==> config.mk <==
export PLATFORM = sky130hd
export DESIGN_NAME = fifo_uart_tx
export DESIGN_NICKNAME = d
export VERILOG_FILES = /design/src/rtl/fifo_uart_tx.sv
export SDC_FILE = /design/constraint.sdc
export NUM_CORES = 1
export LEC_CHECK = 0
export CAP_MARGIN = 40
export CORE_MARGIN = 1
export CORE_UTILIZATION = 52
export CTS_CLUSTER_SIZE = 16
export DETAILED_ROUTE_END_ITERATION = 8
export PLACE_DENSITY = 0.83
export SKIP_CTS_REPAIR_TIMING = 1
export SYNTH_ARGS = -nofsm -noshare
export SYNTH_HDL_FRONTEND = slang
export SYNTH_SLANG_ARGS = --single-unit
export TNS_END_PERCENT = 10
==> constraint.sdc <==
create_clock -name clk -period 2.1 [get_ports clk]
set_input_delay 0.42 -clock clk [delete_from_list [all_inputs] [get_ports clk]]
set_output_delay 0.42 -clock clk [all_outputs]
set_load 0.02 [all_outputs]
==> src/rtl/fifo_uart_tx.sv <==
// fifo_uart_tx: pops bytes from the 8-bit FIFO read port and serialises each
// as an async UART frame on tx (start bit, 8 data bits LSB first, 1 or 2 stop
// bits). Every output is a flop fed from next-state logic, so nothing on the
// input side reaches an output pin combinationally.
//
// Handshake: rd_en is a one-cycle pop request issued in FETCH only when the
// FIFO reported non-empty in the deciding cycle (IDLE or last STOP cycle);
// the FIFO answers with buf_out valid in the following cycle (LOAD), where
// it is captured. There is no back-pressure on the read port.
module fifo_uart_tx #(
    parameter int CLKS_PER_BIT = 16,
    parameter int STOP_BITS    = 1
) (
    input  logic       clk,
    input  logic       rst_n,
    input  logic       buf_empty,
    input  logic [7:0] buf_out,
    output logic       rd_en,
    input  logic       tx_en,
    output logic       tx,
    output logic       tx_busy,
    output logic       frame_done,
    output logic [2:0] dbg_state
);

    typedef enum logic [2:0] {
        IDLE  = 3'd0,
        FETCH = 3'd1,
        LOAD  = 3'd2,
        START = 3'd3,
        DATA  = 3'd4,
        STOP  = 3'd5
    } state_t;

    localparam int              CNT_W     = (CLKS_PER_BIT > 1) ? $clog2(CLKS_PER_BIT) : 1;
    localparam logic [CNT_W-1:0] CNT_LAST = CNT_W'(CLKS_PER_BIT - 1);
    localparam logic [2:0]       STOP_LAST = 3'(STOP_BITS - 1);

    state_t           state, state_d;
    logic [CNT_W-1:0] cnt, cnt_d;
    logic [2:0]       bit_idx, bit_d;
    logic [7:0]       shift, shift_d;
    logic             tx_d;
    logic             last_cnt;
    logic             can_start;

    assign dbg_state = state;
    assign last_cnt  = (cnt == CNT_LAST);
    assign can_start = tx_en && !buf_empty;

    // Next-state, baud counter, bit index and shift register update.
    always_comb begin
        state_d = state;
        cnt_d   = cnt;
        bit_d   = bit_idx;
        shift_d = shift;
        case (state)
            IDLE: begin
                if (can_start) state_d = FETCH;
            end
            FETCH: begin
                state_d = LOAD;
            end
            LOAD: begin
                shift_d = buf_out;
                cnt_d   = '0;
                bit_d   = '0;
                state_d = START;
            end
            START: begin
                if (last_cnt) begin
                    cnt_d   = '0;
                    bit_d   = '0;
                    state_d = DATA;
                end else begin
                    cnt_d = cnt + CNT_W'(1);
                end
            end
            DATA: begin
                if (last_cnt) begin
                    cnt_d   = '0;
                    shift_d = {1'b0, shift[7:1]};
                    if (bit_idx == 3'd7) begin
                        bit_d   = '0;
                        state_d = STOP;
                    end else begin
                        bit_d = bit_idx + 3'd1;
                    end
                end else begin
                    cnt_d = cnt + CNT_W'(1);
                end
            end
            STOP: begin
                if (last_cnt) begin
                    cnt_d = '0;
                    if (bit_idx == STOP_LAST) begin
                        bit_d   = '0;
                        state_d = can_start ? FETCH : IDLE;
                    end else begin
                        bit_d = bit_idx + 3'd1;
                    end
                end else begin
                    cnt_d = cnt + CNT_W'(1);
                end
            end
            default: begin
                state_d = IDLE;
                cnt_d   = '0;
                bit_d   = '0;
            end
        endcase
    end

    // Line level for the upcoming cycle, derived from the next state.
    always_comb begin
        tx_d = 1'b1;
        case (state_d)
            START:   tx_d = 1'b0;
            DATA:    tx_d = shift_d[0];
            default: tx_d = 1'b1;
        endcase
    end

    // State and registered outputs; reset drops any popped byte and idles the line.
    always_ff @(posedge clk or negedge rst_n) begin
        if (!rst_n) begin
            state      <= IDLE;
            cnt        <= '0;
            bit_idx    <= '0;
            shift      <= '0;
            tx         <= 1'b1;
            rd_en      <= 1'b0;
            tx_busy    <= 1'b0;
            frame_done <= 1'b0;
        end else begin
            state      <= state_d;
            cnt        <= cnt_d;
            bit_idx    <= bit_d;
            shift      <= shift_d;
            tx         <= tx_d;
            rd_en      <= (state_d == FETCH);
            tx_busy    <= (state_d != IDLE);
            frame_done <= (state_d == STOP) && (cnt_d == CNT_LAST) && (bit_d == STOP_LAST);
        end
    end

endmodule

==> results of run 1 <==
## worst paths after layout
check | start | endpoint | slack (ns) | cells after the start
worst min register to register | shift[2] | shift[2] | 0.51 | 2
worst min-delay path | rst_n | dbg_state[1] | 0.42 | 2
max in group asynchronous | rst_n | tx | 1.41 | 2
worst max-delay path | cnt[1] | tx_busy | 0.12 | 6
worst max register to register | cnt[1] | tx_busy | 0.12 | 6
min in group clk | shift[2] | shift[2] | 0.51 | 2
## metrics by stage
step / setup TNS, ns / hold slack, ns
after floorplan: 0 / 0.124
after global placement: 0 / 0.459
after detailed placement: 0 / 0.478
after CTS: -0.0195 / 0.424
after global routing: 0 / 0.446
final: 0 / 0.417
## cells in the final DEF, fill, tap and decap left out, types with 2 or more instances in the layout
| cell type | Yosys | final |
|---|---|---|
| nor2_1 | 7 | 7 |
| mux2i_1 | 2 | 2 |
| inv_1 | 5 | 5 |
| o22ai_1 | 4 | 4 |
| dfrtp_1 | 21 | 20 |
| nand2b_1 | 3 | 3 |
| a21oi_1 | 7 | 7 |
| o21ai_0 | 8 | 8 |
| nand2_1 | 20 | 20 |
| ha_1 | 4 | 4 |
| and2b_1 | 2 | 2 |
| a41oi_1 | 2 | 2 |
| clkdlybuf4s50_1 | 0 | 18 |
| nand3_1 | 3 | 3 |
| a22oi_1 | 6 | 6 |
| clkbuf_4 | 0 | 3 |
| buf_4 | 1 | 9 |
| inv_2 | 2 | 2 |
| nor2b_1 | 3 | 3 |
## layer usage
metal  track usage (%)  part of all wire (%)
met3              2.68                   4.8
met1              32.8                    45
met5                 0                     0
met2              42.5                    49
met4              8.33                   1.6
## power groups by stage
| stage | Combinational (mW) | Clock, mW | Sequential (mW) |
|---|---|---|---|
| CTS | 0.0464 | 0.237 | 0.436 |
| floorplan | 0.00892 | 0 | 0.445 |
| global placement | 0.0447 | 0 | 0.444 |
| detailed placement | 0.0460 | 0 | 0.444 |
| finish | 0.0458 | 0.234 | 0.436 |
| global route | 0.0509 | 0.254 | 0.437 |
## kinds of logic (layout without fill, tap and decap cells)
kind of cell    Yosys count  in the layout  synth area share (%)
simple gates             49             49                  21.6
compound gates           39             39                  23.4
flops                    22             22                  44.3
buf+inv                  13             38                  5.03
fa+ha+maj                 4              4                  4.02
mux                       2              2                  1.61
## cell type report
type	instances	area, sq um
Sequential cell	22	553
Timing Repair Buffer	27	248
Clock buffer	4	36.3
Fill cell	188	703
Inverter	7	26.3
Tap cell	28	35.0
Multi-Input combinational cell	94	632
## registers in the layout, indices dropped and copies added (netlist names)
register,flops
frame_done,1
cnt,4
tx_busy,1
bit_idx,3
dbg_state,3
tx,1
shift,8
rd_en,1
## worst reg2reg max path, delay by kind of cell (launching register included)
family | cells | cell delay (ns)
DFF | 1 | 0.41
adders and majority gates | 1 | 0.24
and+or+nand+nor | 3 | 0.78
AOI/OAI and AO/OA | 2 | 0.46
==> run metrics, run 1 <==
most frequent cells after synthesis dfrtp_1, nand2_1, o21ai_0; 1st-pass router iterations 4; die height between 50 and 60 microns; final setup fails 0; Final min period around 2.0 ns; Pwr Density 468 mW/mm^2; Critical Path AT 2.20 ns; RSZ-0062 raised after global routing no; worst endpoint required time 2.31 ns; ys async rst share 100%; slowest cell delay on critical path 0.41 ns; routability cong. between 0.9 and 1; Buffers on Ports 18; first-pass GRT wire length 4.79 mm; io pins 19; status complete, no violations; post-layout util between 60 and 70%; clk buf depth 2; antenna violations before repair 0; total placed cells including tap cells 178; startpoint types register; final wirelength 2.87 mm; area leader, netlist dfrtp_1; Mapped Nets 145; TritonCTS clock tree built; CTS Root Cell clkbuf_4; NumNets Final around 170; total number of vias approximately 1100; gr ovfl total 0; Post-DP Area 0.00149 sq mm; routed len/inst 15.8 microns; EDFF count, synth 0; CP delay by family, top simple AND/OR/NAND/NOR gates; crit-path cells ha_1, and3_2, nand2_4, or3_4, a31oi_4, a21bo_1; Starting Density 55.7%; largest net degree at the start of global routing 17; Leakage 0.629 nW; Post-Synthesis Cell Area 0.00124 sq mm; Int Pwr 565 uW; Net Sw Frac a little over a fifth; Worst-path clk slew 0.12 ns; crit path kind reg2reg; Cells after Synth 129; part of the cycle the worst path needs 94.5%; Worst Tran Pin Value 0.291 ns; post-synthesis sequential area ratio 44.3%; Iter 0 DRT Violations 45; final instance area 0.00153 sq mm; row count 17; vias per cell 6.00; pre-CTS WS around 0.086 ns; CP bufs+invs 0; synth top area cells dfrtp_1, nand2_1, ha_1; Die Footprint 0.00259 sq mm; DR DRC count 0; fmax 0.504 GHz; Power, Total 716 uW; CP Capture Type register; htree depth 1; Top FF cell, synth dfrtp_1; Flop pwr share around 61%; Peak VDD IR about 0.56 mV; maxcap violations 0; Clk Latency, worst-skew pair 0.31 ns; post-synthesis register bit count 22; normalized max-slew margin just over 80%; worst-path fanout max 6; Post-DRT Antenna Nets 0; Hold Path Class in2async; fin worst setup slack 0.117 ns; top-count cell post-synth dfrtp_1; share of power burned in the clock network 32.7%; Synth top area share 42.2%; ANT cells 0; layout cells sized above 1 16.9%; filler-free cell count of the finished design 182; HPWL after DPL roughly 2.1 mm; combinational group share of total power under 10%; Slowest cell on crit path dfrtp_1; Max Slew Vio Count 0; TritonCTS buffer count 3; synth warn 0; Netlist cell types 43; Clock Skews 0.00514 ns; vias in the first global route 1040; Die W between 50 and 60 microns; sw power 151 uW; Core Area between 0.002 and 0.0025 sq mm; Sink Count 22; GRT Util Overall 24.9%; area grow syn2layout 22.9%; syn avg cell area between 9 and 10 sq um; Final Hold Fails 0
(Power assumes the default switching activity.)
==> run 2: changes to the inputs <==
--- a/config.mk
+++ b/config.mk
@@ -6,7 +6,7 @@
 export NUM_CORES = 1
 export LEC_CHECK = 0
 export CAP_MARGIN = 40
-export CORE_MARGIN = 1
+export CORE_MARGIN = 3
 export CORE_UTILIZATION = 52
 export CTS_CLUSTER_SIZE = 16
 export DETAILED_ROUTE_END_ITERATION = 8
==> constraint.sdc (replaced) <==
create_clock -name clk -period 1.86 [get_ports clk]
set_input_delay 0.372 -clock clk [delete_from_list [all_inputs] [get_ports clk]]
set_output_delay 0.372 -clock clk [all_outputs]
set_load 0.02 [all_outputs]
==> run metrics, run 2 (synthesized netlist as in run 1, its figures left out) <==
status complete, no violations; Hold Path Class in2async; NumNets Final 176; gr ovfl total 0; Post-DP Area 0.00152 sq mm; Clock Skews approximately 0.0043 ns; first-pass GRT wire length 4.51 mm; commonest non-fill, non-tap cell in the layout nand2_1; clk buf depth 2; vias in the first global route slightly above 1000; r2r endpoint tx; CP Capture Type register; CTS Root Cell clkbuf_4; reg2reg setup slack 0.03 ns; Pwr Density 561 mW/mm^2; Final Hold Fails 0; Largest regs shift: 8 flops, cnt: 4 flops; total number of vias approximately 1100; DR DRC count 0; Largest Register shift; routed len/inst around 16 microns; part of the cycle the worst path needs 98.2%; flip-flop count of the largest register after layout 8; layout cells sized above 1 between 20% and 30%; Die Footprint 0.00302 sq mm; GRT Util Overall 21.2%; fmax between 0.5 and 0.6 GHz; most frequent cells in the layout nand2_1, dfrtp_1, clkdlybuf4s50_1, buf_4, o21ai_0; final instance area 0.00162 sq mm; row count 17; TritonCTS clock tree built; htree depth 1; R2R cell count 7; TritonCTS buffer count 3; Starting Density 55.7%; normalized max-slew margin 78.5%; HPWL after DPL 2.25 mm; maxcap violations 0; Sink Count 22; Clk Latency, worst-skew pair 0.31 ns; Final min period between 1.5 and 2 ns; Worst Tran Pin Value around 0.32 ns; final setup fails 0; worst endpoint required time roughly 2.1 ns; Peak VDD IR approximately 0.55 mV; post-layout util 72.4%; Iter 0 DRT Violations 23; Core Area around 0.0022 sq mm; routability cong. 0.821; vias per cell 5.82; io pins 19; Worst-path clk slew 0.12 ns; final wirelength 3.03 mm; largest net degree at the start of global routing 23; Leakage between 0.6 and 0.7 nW; RSZ-0062 raised after global routing yes; filler-free cell count of the finished design 187; Post-DRT Antenna Nets 0; Die W approximately 55 microns; total placed cells including tap cells 181; 1st-pass router iterations 4; worst-path fanout max 10; crit path kind reg2reg; Max Slew Vio Count 0; startpoint types register; FF-to-FF Start dbg_state[0]; area grow syn2layout 29.8%; antenna violations before repair 0; Critical Path AT 2.06 ns; ANT cells 0; Power, Total just over 900 uW; Buffers on Ports 18; die height 54.9 microns
-- run 2: cell types whose count changed in the layout (fill, tap and decap cells not counted), moves of 2 or more --
| cell | before | now |
|---|---|---|
| buf_4 | 9 | 14 |
| clkdlybuf4s50_1 | 18 | 16 |
| dlymetal6s2s_1 | 0 | 2 |
| dfrtp_1 | 20 | 18 |
| dfrtp_2 | 1 | 3 |
-- run 2: layer usage --
| metal | routed length, microns | GRT usage, % | up-vias | share of wire, % |
|---|---|---|---|---|
| met5 | 0 | 0 | - | 0 |
| met4 | 34 | 10.5 | 0 | 1.1 |
| met3 | 120 | 2.95 | 4 | 4.0 |
| met2 | 1650 | 37.6 | 25 | 55 |
| met1 | 1220 | 24.7 | 531 | 40 |
| li1 | - | - | 529 | - |
-- run 2: layout make-up --
class,instances,area [sq um]
multi-input cells,94,657
fillers,184,617
flip-flops and latches,22,556
repair buffers,32,290
well taps,28,35.0
clock inverters,1,30.0
inverters,7,26.3
clock buffers,3,22.5
-- run 2: through the flow --
stage / worst slack, ns / hold slack (ns) / TNS [ns]
2_1_floorplan: 0.0230 / 0.0764 / 0
3_3_place_gp: 0.0386 / 0.461 / 0
3_5_place_dp: 0.0113 / 0.469 / 0
4_1_cts: -0.207 / 0.396 / -0.404
5_1_grt: -0.0683 / 0.418 / -0.105
6_report: 0.0336 / 0.394 / 0
-- run 2: how the worst max path moves through the flow --
stage                 start           end  slack [ns]  cells past startpoint
6_report       dbg_state[0]            tx        0.03                      7
5_1_grt        dbg_state[0]            tx       -0.07                      7
4_1_cts        dbg_state[0]  dbg_state[0]       -0.21                      1
3_5_place_dp          tx_en       tx_busy        0.01                      5
3_3_place_gp          tx_en       tx_busy        0.04                      5
2_1_floorplan        cnt[0]       tx_busy        0.02                      7
-- run 2: worst max-delay path: stages (launching register included) --
cell and delay (ns):
dfrtp_2 0.49, buf_4 0.18, nor3b_4 0.24, a31oi_2 0.08, a221oi_2 0.34, inv_2 0.08
a311oi_1 0.26, a31oi_1 0.07
-- run 2: power by group --
group          leakage (nW)  internal [mW]  total, mW  switching [mW]
sequential            0.251          0.488      0.492         0.00470
clock                0.0279          0.218      0.365           0.147
combinational         0.408         0.0296     0.0499          0.0203
